## src/rtl/float_recip_iter.sv

```systemverilog
// float_recip_iter: Newton-Raphson refinement of an approximate reciprocal
// on Cray 64-bit floats. Each step computes r' = r * (2 - a*r) using one
// shared multi-cycle shift-add mantissa multiplier that retires RB bits of
// the multiplier operand per cycle. Results leave through a valid/ready pair.
module float_recip_iter #(
    parameter int ITER = 1,
    parameter int RB   = 1
) (
    input  logic        clk,
    input  logic        i_rst_n,
    input  logic        i_valid,
    output logic        o_ready,
    input  logic [63:0] i_sj,
    input  logic [63:0] i_approx,
    output logic        o_valid,
    input  logic        i_ready,
    output logic [63:0] o_result,
    output logic        o_err
);

    localparam int NSTEP = 48 / RB;
    localparam int SW    = (NSTEP > 1) ? $clog2(NSTEP) : 1;
    localparam int CW    = $clog2(ITER + 1);
    localparam logic [SW-1:0] STEP_LAST = SW'(NSTEP - 1);
    localparam logic [CW-1:0] ITER_CNT  = CW'(ITER);

    typedef enum logic [2:0] {
        S_IDLE = 3'd0,
        S_MUL1 = 3'd1,
        S_CHK  = 3'd2,
        S_MUL2 = 3'd3,
        S_NORM = 3'd4,
        S_DONE = 3'd5
    } state_t;

    // One multiplier step, MSB-first: shift the partial product up by RB
    // and add the multiplicand times the next RB-bit chunk of the multiplier.
    function automatic logic [95:0] mac_step(input logic [95:0] acc,
                                             input logic [47:0] mcand,
                                             input logic [RB-1:0] chunk);
        logic [95:0] sum;
        sum = acc << RB;
        for (int i = 0; i < RB; i++) begin
            sum = sum + (chunk[i] ? ({48'd0, mcand} << i) : 96'd0);
        end
        return sum;
    endfunction

    state_t        state_q;
    logic          idle_q;
    logic          valid_q;
    logic [63:0]   result_q;
    logic          err_q;
    logic          sa_q;
    logic [14:0]   ea_q;
    logic [47:0]   ma_q;
    logic          sr_q;
    logic [14:0]   er_q;
    logic [47:0]   mr_q;
    logic [95:0]   acc_q;
    logic [47:0]   mplier_q;
    logic [SW-1:0] step_q;
    logic [CW-1:0] cnt_q;

    logic [95:0]   acc_d;
    logic [CW-1:0] cnt_d;
    logic [16:0]   k_s;
    logic          chk_err_s;
    logic [95:0]   t_s;
    logic [47:0]   c48_s;
    logic [47:0]   norm_m_s;
    logic [14:0]   norm_e_s;
    logic          norm_err_s;

    assign o_ready  = idle_q & i_rst_n;
    assign o_valid  = valid_q;
    assign o_result = result_q;
    assign o_err    = err_q;

    assign acc_d = mac_step(acc_q, mr_q, mplier_q[47 -: RB]);
    assign cnt_d = cnt_q + CW'(1);

    // Range/format check of a*r and the correction factor c = 2 - a*r
    always_comb begin
        k_s       = {2'b00, ea_q} + {2'b00, er_q} - 17'h08000;
        chk_err_s = 1'b0;
        t_s       = acc_q;
        if (!ma_q[47] || !mr_q[47] || (sa_q != sr_q)) begin
            chk_err_s = 1'b1;
        end else if (k_s == 17'd1) begin
            chk_err_s = 1'b0;
        end else if (k_s == 17'd2) begin
            chk_err_s = acc_q[95];
        end else begin
            chk_err_s = 1'b1;
        end
        // a*r in Q1.95: the Q0.96 product as-is when k=1, doubled when k=2
        if (k_s == 17'd2) begin
            t_s = acc_q << 1;
        end else begin
            t_s = acc_q;
        end
        c48_s = 48'((96'd0 - t_s) >> 48);
    end

    // Renormalise r*c (Q1.95) back to a 0.1xxx mantissa, truncating
    always_comb begin
        norm_m_s   = mr_q;
        norm_e_s   = er_q;
        norm_err_s = 1'b0;
        if (acc_q[95]) begin
            norm_m_s = acc_q[95:48];
            norm_e_s = er_q + 15'd1;
        end else if (acc_q[94]) begin
            norm_m_s = acc_q[94:47];
            norm_e_s = er_q;
        end else begin
            norm_err_s = 1'b1;
        end
    end

    // Control FSM plus datapath registers; every output is registered
    always_ff @(posedge clk) begin
        if (!i_rst_n) begin
            state_q  <= S_IDLE;
            idle_q   <= 1'b1;
            valid_q  <= 1'b0;
            result_q <= 64'd0;
            err_q    <= 1'b0;
            sa_q     <= 1'b0;
            ea_q     <= 15'd0;
            ma_q     <= 48'd0;
            sr_q     <= 1'b0;
            er_q     <= 15'd0;
            mr_q     <= 48'd0;
            acc_q    <= 96'd0;
            mplier_q <= 48'd0;
            step_q   <= {SW{1'b0}};
            cnt_q    <= {CW{1'b0}};
        end else begin
            case (state_q)
                S_IDLE: begin
                    if (i_valid) begin
                        sa_q     <= i_sj[63];
                        ea_q     <= i_sj[62:48];
                        ma_q     <= i_sj[47:0];
                        sr_q     <= i_approx[63];
                        er_q     <= i_approx[62:48];
                        mr_q     <= i_approx[47:0];
                        acc_q    <= 96'd0;
                        mplier_q <= i_sj[47:0];
                        step_q   <= {SW{1'b0}};
                        cnt_q    <= {CW{1'b0}};
                        idle_q   <= 1'b0;
                        state_q  <= S_MUL1;
                    end else begin
                        idle_q  <= 1'b1;
                        state_q <= S_IDLE;
                    end
                end
                S_MUL1, S_MUL2: begin
                    acc_q    <= acc_d;
                    mplier_q <= mplier_q << RB;
                    if (step_q == STEP_LAST) begin
                        step_q  <= {SW{1'b0}};
                        state_q <= (state_q == S_MUL1) ? S_CHK : S_NORM;
                    end else begin
                        step_q  <= step_q + SW'(1);
                        state_q <= state_q;
                    end
                end
                S_CHK: begin
                    if (chk_err_s) begin
                        result_q <= {sr_q, er_q, mr_q};
                        err_q    <= 1'b1;
                        valid_q  <= 1'b1;
                        state_q  <= S_DONE;
                    end else begin
                        // second product r*c reuses mr as multiplicand
                        acc_q    <= 96'd0;
                        mplier_q <= c48_s;
                        step_q   <= {SW{1'b0}};
                        state_q  <= S_MUL2;
                    end
                end
                S_NORM: begin
                    if (norm_err_s) begin
                        result_q <= {sr_q, er_q, mr_q};
                        err_q    <= 1'b1;
                        valid_q  <= 1'b1;
                        state_q  <= S_DONE;
                    end else begin
                        er_q  <= norm_e_s;
                        mr_q  <= norm_m_s;
                        cnt_q <= cnt_d;
                        if (cnt_d < ITER_CNT) begin
                            acc_q    <= 96'd0;
                            mplier_q <= ma_q;
                            step_q   <= {SW{1'b0}};
                            state_q  <= S_MUL1;
                        end else begin
                            result_q <= {sr_q, norm_e_s, norm_m_s};
                            err_q    <= 1'b0;
                            valid_q  <= 1'b1;
                            state_q  <= S_DONE;
                        end
                    end
                end
                S_DONE: begin
                    if (i_ready) begin
                        valid_q <= 1'b0;
                        idle_q  <= 1'b1;
                        state_q <= S_IDLE;
                    end else begin
                        state_q <= S_DONE;
                    end
                end
                default: begin
                    valid_q <= 1'b0;
                    idle_q  <= 1'b1;
                    state_q <= S_IDLE;
                end
            endcase
        end
    end

endmodule

```

## config.mk

```make
export PLATFORM = sky130hd
export DESIGN_NAME = float_recip_iter
export DESIGN_NICKNAME = d
export VERILOG_FILES = /design/src/rtl/float_recip_iter.sv
export SDC_FILE = /design/constraint.sdc
export NUM_CORES = 1
export LEC_CHECK = 0
export CAP_MARGIN = 0
export CORE_MARGIN = 2
export CORE_UTILIZATION = 60
export CTS_BUF_LIST = sky130_fd_sc_hd__clkbuf_8
export DETAILED_ROUTE_END_ITERATION = 6
export PLACE_DENSITY = 0.9
export SYNTH_ARGS = -nofsm -noshare
export SYNTH_HDL_FRONTEND = slang
export SYNTH_SLANG_ARGS = --single-unit
```

## constraint.sdc

```tcl
create_clock -name clk -period 5.7 [get_ports clk]
set_input_delay 0.57 -clock clk [delete_from_list [all_inputs] [get_ports clk]]
set_output_delay 0.57 -clock clk [all_outputs]
set_load 0.01 [all_outputs]
```

* Word-level counts from Yosys, hierarchy flattened
Index checks and enable logic that the tools add are counted.
Storage, ports and cells: register bits after elaboration 349, word-level logic and storage cells 118, bits in read-only memories 0, bits in latches 0, memories 0, bits in writable memories 0, output and inout port bits 67
Cells by class: reductions and logical operators 17, divide/modulo/power cells 0, muxes and demuxes 58, $lt $le $gt $ge 1, eq/ne operators 17, bitwise logic cells 3, shift operators 0, multipliers 0, add/sub/neg operators 7
Operator list (number):
- 2-to-1 mux 96 bit | 5
- 2-to-1 mux 48 bit | 9
- case mux 96 bit (4 select lines) | 1
- 2-to-1 mux 64 bit | 3
- case mux 48 bit (4 select lines) | 1
- case mux 64 bit (2 select lines) | 1
- adder 96 x 48 -> 96 bit | 1
- case mux 48 bit (2 select lines) | 1
- subtractor 1 x 96 -> 96 bit, first input constant | 1
- 2-to-1 mux 15 bit | 3
- 2-to-1 mux 6 bit | 5
- case mux 15 bit (2 select lines) | 1
- case mux 6 bit (4 select lines) | 1
- 2-to-1 mux 3 bit | 6
- equality test 17 x 1 -> 1 bit, second input constant | 1
- equality test 17 x 2 -> 1 bit, second input constant | 1
- subtractor 16 x 16 -> 17 bit, second input constant | 1
- adder 15 x 15 -> 16 bit | 1
- 2-to-1 mux 1 bit | 16
- adder 15 x 1 -> 15 bit, second input constant | 1
- case mux 3 bit (5 select lines) | 1
- inequality test 2 bit, second input constant | 7
- adder 6 x 1 -> 6 bit, second input constant | 1
- equality test 3 x 2 -> 1 bit, second input constant | 2
- other kinds (24) | 32

* Longest topological paths before layout
depth in word-level cells 8, mapped depth 19, depth with buffers taken out 16

* Least setup slack after synthesis
OpenSTA, ideal clock, no wires.
kind reg2reg, start register er_q[0], end register mplier_q[16], data arrival time 4351 ps, clock period less this slack 4455 ps, setup time 103 ps, stages on the path, launching flop included 17, path slack 1245 ps, cells stage by stage dfxtp_1 -> ha_1 -> inv_1 -> fa_1 -> nand2b_1 -> a221oi_2 -> nand2_1 -> or4b_4 -> nor4_4 -> nand3_2 -> mux2_2 -> nor3_4 -> nand2_2 -> or3b_1 -> a21boi_0 -> o311a_1 -> a2111oi_2
On the way: word-level cells in the longest chain between the ends 8
Ends and longest elaborated chain:
- from (decl) | line 58 | logic [14:0] er_q;
- from (signal assigned) | line 148 | er_q <= i_approx[62:48];
- from (signal assigned) | line 193 | er_q <= norm_e_s;
- adder 15 x 15 -> 16 bit (*) | line 85 | k_s = {2'b00, ea_q} + {2'b00, er_q} - 17'h08000;
- subtractor 16 x 16 -> 17 bit (*) | line 85
- branches (longest 6 deep; another with subtractor 1 x 96 -> 96 bit)
- to (signal assigned) | line 151 | mplier_q <= i_sj[47:0];
- to (signal assigned) | line 163 | mplier_q <= mplier_q << RB;
- to (signal assigned) | line 181 | mplier_q <= c48_s;
- to (decl) | line 61 | logic [47:0] mplier_q;
Every way passes the cells marked *. The select of a mux whose other input is x is not followed. A chain may end at the register's enable or synchronous reset.

* Final worst setup path
start register er_q[0], end register mplier_q[35]
The elaborated chain is that of the path after synthesis.

==> results_tabular.tex <==
\begin{tabular}{lr}
\hline
Metric & Value \\
\hline
\multicolumn{2}{l}{\textbf{STA}} \\
Post-Route Skew & 0.0416 ns \\
Maximum operating frequency & 189 MHz \\
Final Hold Viols & 0 \\
Final min period & 5.28 ns \\
Worst slew slack as a fraction of its limit & 15.3\% \\
Worst-Margin Slew & 1.26 ns \\
Total of endpoints with negative setup slack in the final report & 0 \\
Period Utilization, post-route & 92.6\% \\
Number of pins with negative max-slew slack in the final report & 0 \\
Final total negative setup slack & 0 ns \\
Unrepaired setup endpoints after global routing & no \\
\multicolumn{2}{l}{\textbf{Route}} \\
Number of nets with antenna violations after routing & 0 \\
DR iter-0 viols & 2636 \\
Wirelength per Cell & 20.4 microns \\
Number of detailed-routing iterations run before antenna repair & 7 \\
DRC violation count after routing & 0 \\
Detailed-route vias per instance & 6.47 \\
Post-detailed-routing wire length & 75500 microns \\
Number of vias after detailed routing & 23960 \\
\multicolumn{2}{l}{\textbf{Die}} \\
Die outline area & 38600 sq um \\
Initial Util & 60.9\% \\
Die Width & 197 microns \\
Count of boundary I/O pins & 199 \\
Overall die height & 197 microns \\
Area of the placeable core & 36500 sq um \\
FP Rows & 70 \\
\multicolumn{2}{l}{\textbf{Logic synthesis}} \\
Leading area contributor after synthesis & sky130\_fd\_sc\_hd\_\_dfxtp\_1 \\
Cell count after synthesis & 3165 \\
Number of enable-type register cells in the synthesized netlist & 0 \\
Synth Warn \# & 0 \\
Async SR Flop Fraction & 0\% \\
Number of nets in the synthesized netlist & 3363 \\
Area of the mapped netlist & 22200 sq um \\
Number of flip-flops and latches in the synthesized netlist & 349 \\
Top-area cell type share of the netlist area & 31.4\% \\
Synth unique cells & 85 \\
Register area share after synthesis & 31.4\% \\
Avg Cell Area, Syn & 7.03 sq um \\
Ys flop type & sky130\_fd\_sc\_hd\_\_dfxtp\_1 \\
Largest cells by area after synthesis & sky130\_fd\_sc\_hd\_\_dfxtp\_1, sky130\_fd\_sc\_hd\_\_a21oi\_1, sky130\_fd\_sc\_hd\_\_nand2\_1 \\
\multicolumn{2}{l}{\textbf{Setup path}} \\
Crit-path max FO & 30 \\
Largest delay contributor family on the critical path & simple AND/OR/NAND/NOR gates \\
Slowest cell on the critical path & sky130\_fd\_sc\_hd\_\_or4b\_4 \\
Data required time of the worst path & 6.30 ns \\
CP bufs+invs & 2 \\
Path type of the worst setup path & reg -> reg \\
Reg2Reg Capture Point & mplier\_q[35]\$\_SDFFE\_PN0P\_ \\
CP max stage delay & 0.50 ns \\
CP Launch Type & flop \\
Crit-path cells & ha\_1, inv\_1, fa\_1, nand2b\_1, a221oi\_2, nand2\_1, or4b\_4, nor4\_4, and3\_1, buf\_4, mux2i\_1, a2111oi\_0, and3\_1, and3\_1, mux2i\_1, a2111oi\_0, o31a\_1 \\
Worst reg2reg startpoint & er\_q[0]\$\_SDFFE\_PN0P\_ \\
Crit path top cell by count & sky130\_fd\_sc\_hd\_\_and3\_1 \\
CP Data Arrival Time & 5.88 ns \\
R2R cell count & 17 \\
Setup slack of the most critical reg-to-reg path & 0.42 ns \\
Sort of element at the end of the critical path & flop \\
\multicolumn{2}{l}{\textbf{Clock network}} \\
Cts repair resizes & 0 \\
Clk Latency, worst-skew pair & 0.68 ns \\
H-Tree Depth & 2 \\
Max clock buf depth & 3 \\
TritonCTS Buffers & 60 \\
Clock-pin slew of the registers on the worst-case setup and hold paths & 0.06 ns \\
Count of hold-fix buffers inserted at cts & 0 \\
CTS tree & done \\
Sink Count & 349 \\
Postcts setup bufs & 0 \\
Root buffer cell & sky130\_fd\_sc\_hd\_\_clkbuf\_8 \\
\multicolumn{2}{l}{\textbf{GRT}} \\
First-pass GRT wire length & 118000 microns \\
Global-route track usage on met1 & 49.7\% \\
Global routing met3 resource utilization & 5.53\% \\
Grt ovf & 0 \\
Antenna violations before repair & 0 \\
GRT Util Overall & 37.9\% \\
Vias in the first global route & 22086 \\
Global-route layer with the greatest usage & met2 \\
Fraction of met2 tracks used by global routing & 61.5\% \\
Maximum number of pins on one net before global-route repair & 102 \\
\multicolumn{2}{l}{\textbf{Pwr}} \\
Leakage Power & 9.60 nW \\
Worst vdd rail ir drop & 227 uV \\
Final Power & 8.19 mW \\
Power density relative to cell area & 323 nW/um\^{}2 \\
\multicolumn{2}{l}{\textbf{Hold path}} \\
Hold endpoint & ma\_q[15]\$\_SDFFE\_PN0P\_ \\
Startpoint of the tightest hold check path & ma\_q[15]\$\_SDFFE\_PN0P\_ \\
Cell count of the worst hold path & 2 \\
Class of the most critical hold timing path & reg -> reg \\
\multicolumn{2}{l}{\textbf{Layout}} \\
Most used cells in the layout excluding fill and tap cells & sky130\_fd\_sc\_hd\_\_nand2\_1, sky130\_fd\_sc\_hd\_\_nor2\_1, sky130\_fd\_sc\_hd\_\_a21oi\_1, sky130\_fd\_sc\_hd\_\_dfxtp\_1, sky130\_fd\_sc\_hd\_\_clkdlybuf4s50\_1 \\
Signed area change from the synthesized netlist to the final layout & 14.1\% \\
Antenna Cells & 0 \\
Commonest non-fill, non-tap cell in the layout & sky130\_fd\_sc\_hd\_\_nand2\_1 \\
Post-layout net count & 3393 \\
Share of post-route cells with drive strength above 1 & 5.19\% \\
\multicolumn{2}{l}{\textbf{Flow run}} \\
Reported max-cap violation count & 0 \\
\multicolumn{2}{l}{\textbf{Outcome}} \\
Result of the run & finished, final reports clean \\
\multicolumn{2}{l}{\textbf{Placed design}} \\
Final HPWL DP & 53100 microns \\
Routability Congestion & 0.923 \\
Count of buffers inserted at the top-level ports & 198 \\
\hline
\end{tabular}
[state kept, by name, indices dropped and copies added (netlist names), 3 cells and up]
| signal | flops |
|---|---|
| state_q | 3 |
| mplier_q | 48 |
| er_q | 15 |
| acc_q | 96 |
| o_result | 64 |
| ea_q | 15 |
| mr_q | 48 |
| ma_q | 48 |
| step_q | 6 |
[per-stage QoR]
| stage | cell area (sq um) | setup slack [ns] | instances | utilization, % | hold WS [ns] |
|---|---|---|---|---|---|
| finish | 25400 | 0.422 | 3702 | 69.5 | 0.455 |
| global route | 25400 | 0.0331 | 3702 | 69.5 | 0.475 |
| CTS | 25400 | 0.558 | 3702 | 69.5 | 0.443 |
| detailed placement | 24200 | 0.588 | 3601 | 66.3 | 0.448 |
| global placement | 24200 | 0.686 | 3601 | 66.3 | 0.435 |
| floorplan | 22200 | 1.25 | 3165 | - | 0.425 |
[routing by layer]
metal  share of wire, %  routed length, microns
met1                 40                   30600
met4                4.8                    3650
met3                8.7                    6590
met2                 46                   34700
met5                  0                       0
[power by group]
part,leakage (nW),total [mW],switching (mW),internal (mW)
Sequential,2.85,3.02,0.253,2.77
Combinational,6.08,2.90,1.80,1.10
Clock,0.675,2.27,1.08,1.19
[cells by family (layout without fill, tap and decap cells)]
kind of cell	count (synthesis)	after routing	share of synthesized area [%]
adder cells (fa/ha/maj)	66	66	3.78
multiplexers	26	26	1.19
XOR/XNOR	122	122	4.81
AND/OR/NAND/NOR	1305	1305	26.4
buffers and inverters	313	382	5.33
AO/OA/AOI/OAI	984	984	27.1
flip-flops	349	349	31.4
[area by class of cell]
type                    instances  area, sq um
repair buffers                235         2320
clock inverters                28          146
multi-input cells            2503        14100
flip-flops and latches        349         6990
inverters                      46          180
fillers                      3106        11200
well taps                     468          586
clock buffers                  73         1000
[worst register-to-register path, stage by stage, from the launching register on]
cell and delay, ns:
sky130_fd_sc_hd__dfxtp_1 0.44, sky130_fd_sc_hd__ha_1 0.26, sky130_fd_sc_hd__inv_1 0.08, sky130_fd_sc_hd__fa_1 0.38, sky130_fd_sc_hd__nand2b_1 0.22, sky130_fd_sc_hd__a221oi_2 0.31, sky130_fd_sc_hd__nand2_1 0.09, sky130_fd_sc_hd__or4b_4 0.50
sky130_fd_sc_hd__nor4_4 0.40, sky130_fd_sc_hd__and3_1 0.28, sky130_fd_sc_hd__buf_4 0.37, sky130_fd_sc_hd__mux2i_1 0.18, sky130_fd_sc_hd__a2111oi_0 0.45, sky130_fd_sc_hd__and3_1 0.28, sky130_fd_sc_hd__and3_1 0.26, sky130_fd_sc_hd__mux2i_1 0.09
sky130_fd_sc_hd__a2111oi_0 0.46, sky130_fd_sc_hd__o31a_1 0.19
[cells in the mapped netlist (42+ instances only)]
| cell | instances |
|---|---|
| sky130_fd_sc_hd__nand2_1 | 470 |
| sky130_fd_sc_hd__nor2_1 | 446 |
| sky130_fd_sc_hd__a21oi_1 | 433 |
| sky130_fd_sc_hd__dfxtp_1 | 349 |
| sky130_fd_sc_hd__clkbuf_1 | 243 |
| sky130_fd_sc_hd__o21ai_0 | 160 |
| sky130_fd_sc_hd__xnor2_1 | 79 |
| sky130_fd_sc_hd__a211oi_1 | 78 |
| sky130_fd_sc_hd__nor3_1 | 70 |
| sky130_fd_sc_hd__and2_1 | 64 |
| sky130_fd_sc_hd__ha_1 | 64 |
| sky130_fd_sc_hd__nand3_1 | 56 |
| sky130_fd_sc_hd__inv_1 | 45 |
| sky130_fd_sc_hd__xor2_1 | 43 |
| sky130_fd_sc_hd__a22oi_1 | 42 |
[how the worst max path moves through the flow]
stage	cells after the start	slack [ns]	startpoint	endpoint
2_1_floorplan	16	1.25	er_q[0]$_SDFFE_PN0P_	mplier_q[16]$_SDFFE_PN0P_
3_3_place_gp	17	0.69	er_q[0]$_SDFFE_PN0P_	mplier_q[47]$_SDFFE_PN0P_
3_5_place_dp	17	0.59	er_q[0]$_SDFFE_PN0P_	mplier_q[35]$_SDFFE_PN0P_
4_1_cts	17	0.56	er_q[0]$_SDFFE_PN0P_	mplier_q[35]$_SDFFE_PN0P_
5_1_grt	17	0.03	er_q[0]$_SDFFE_PN0P_	mplier_q[35]$_SDFFE_PN0P_
6_report	17	0.42	er_q[0]$_SDFFE_PN0P_	mplier_q[35]$_SDFFE_PN0P_
Power figures use the tool's default switching activity.
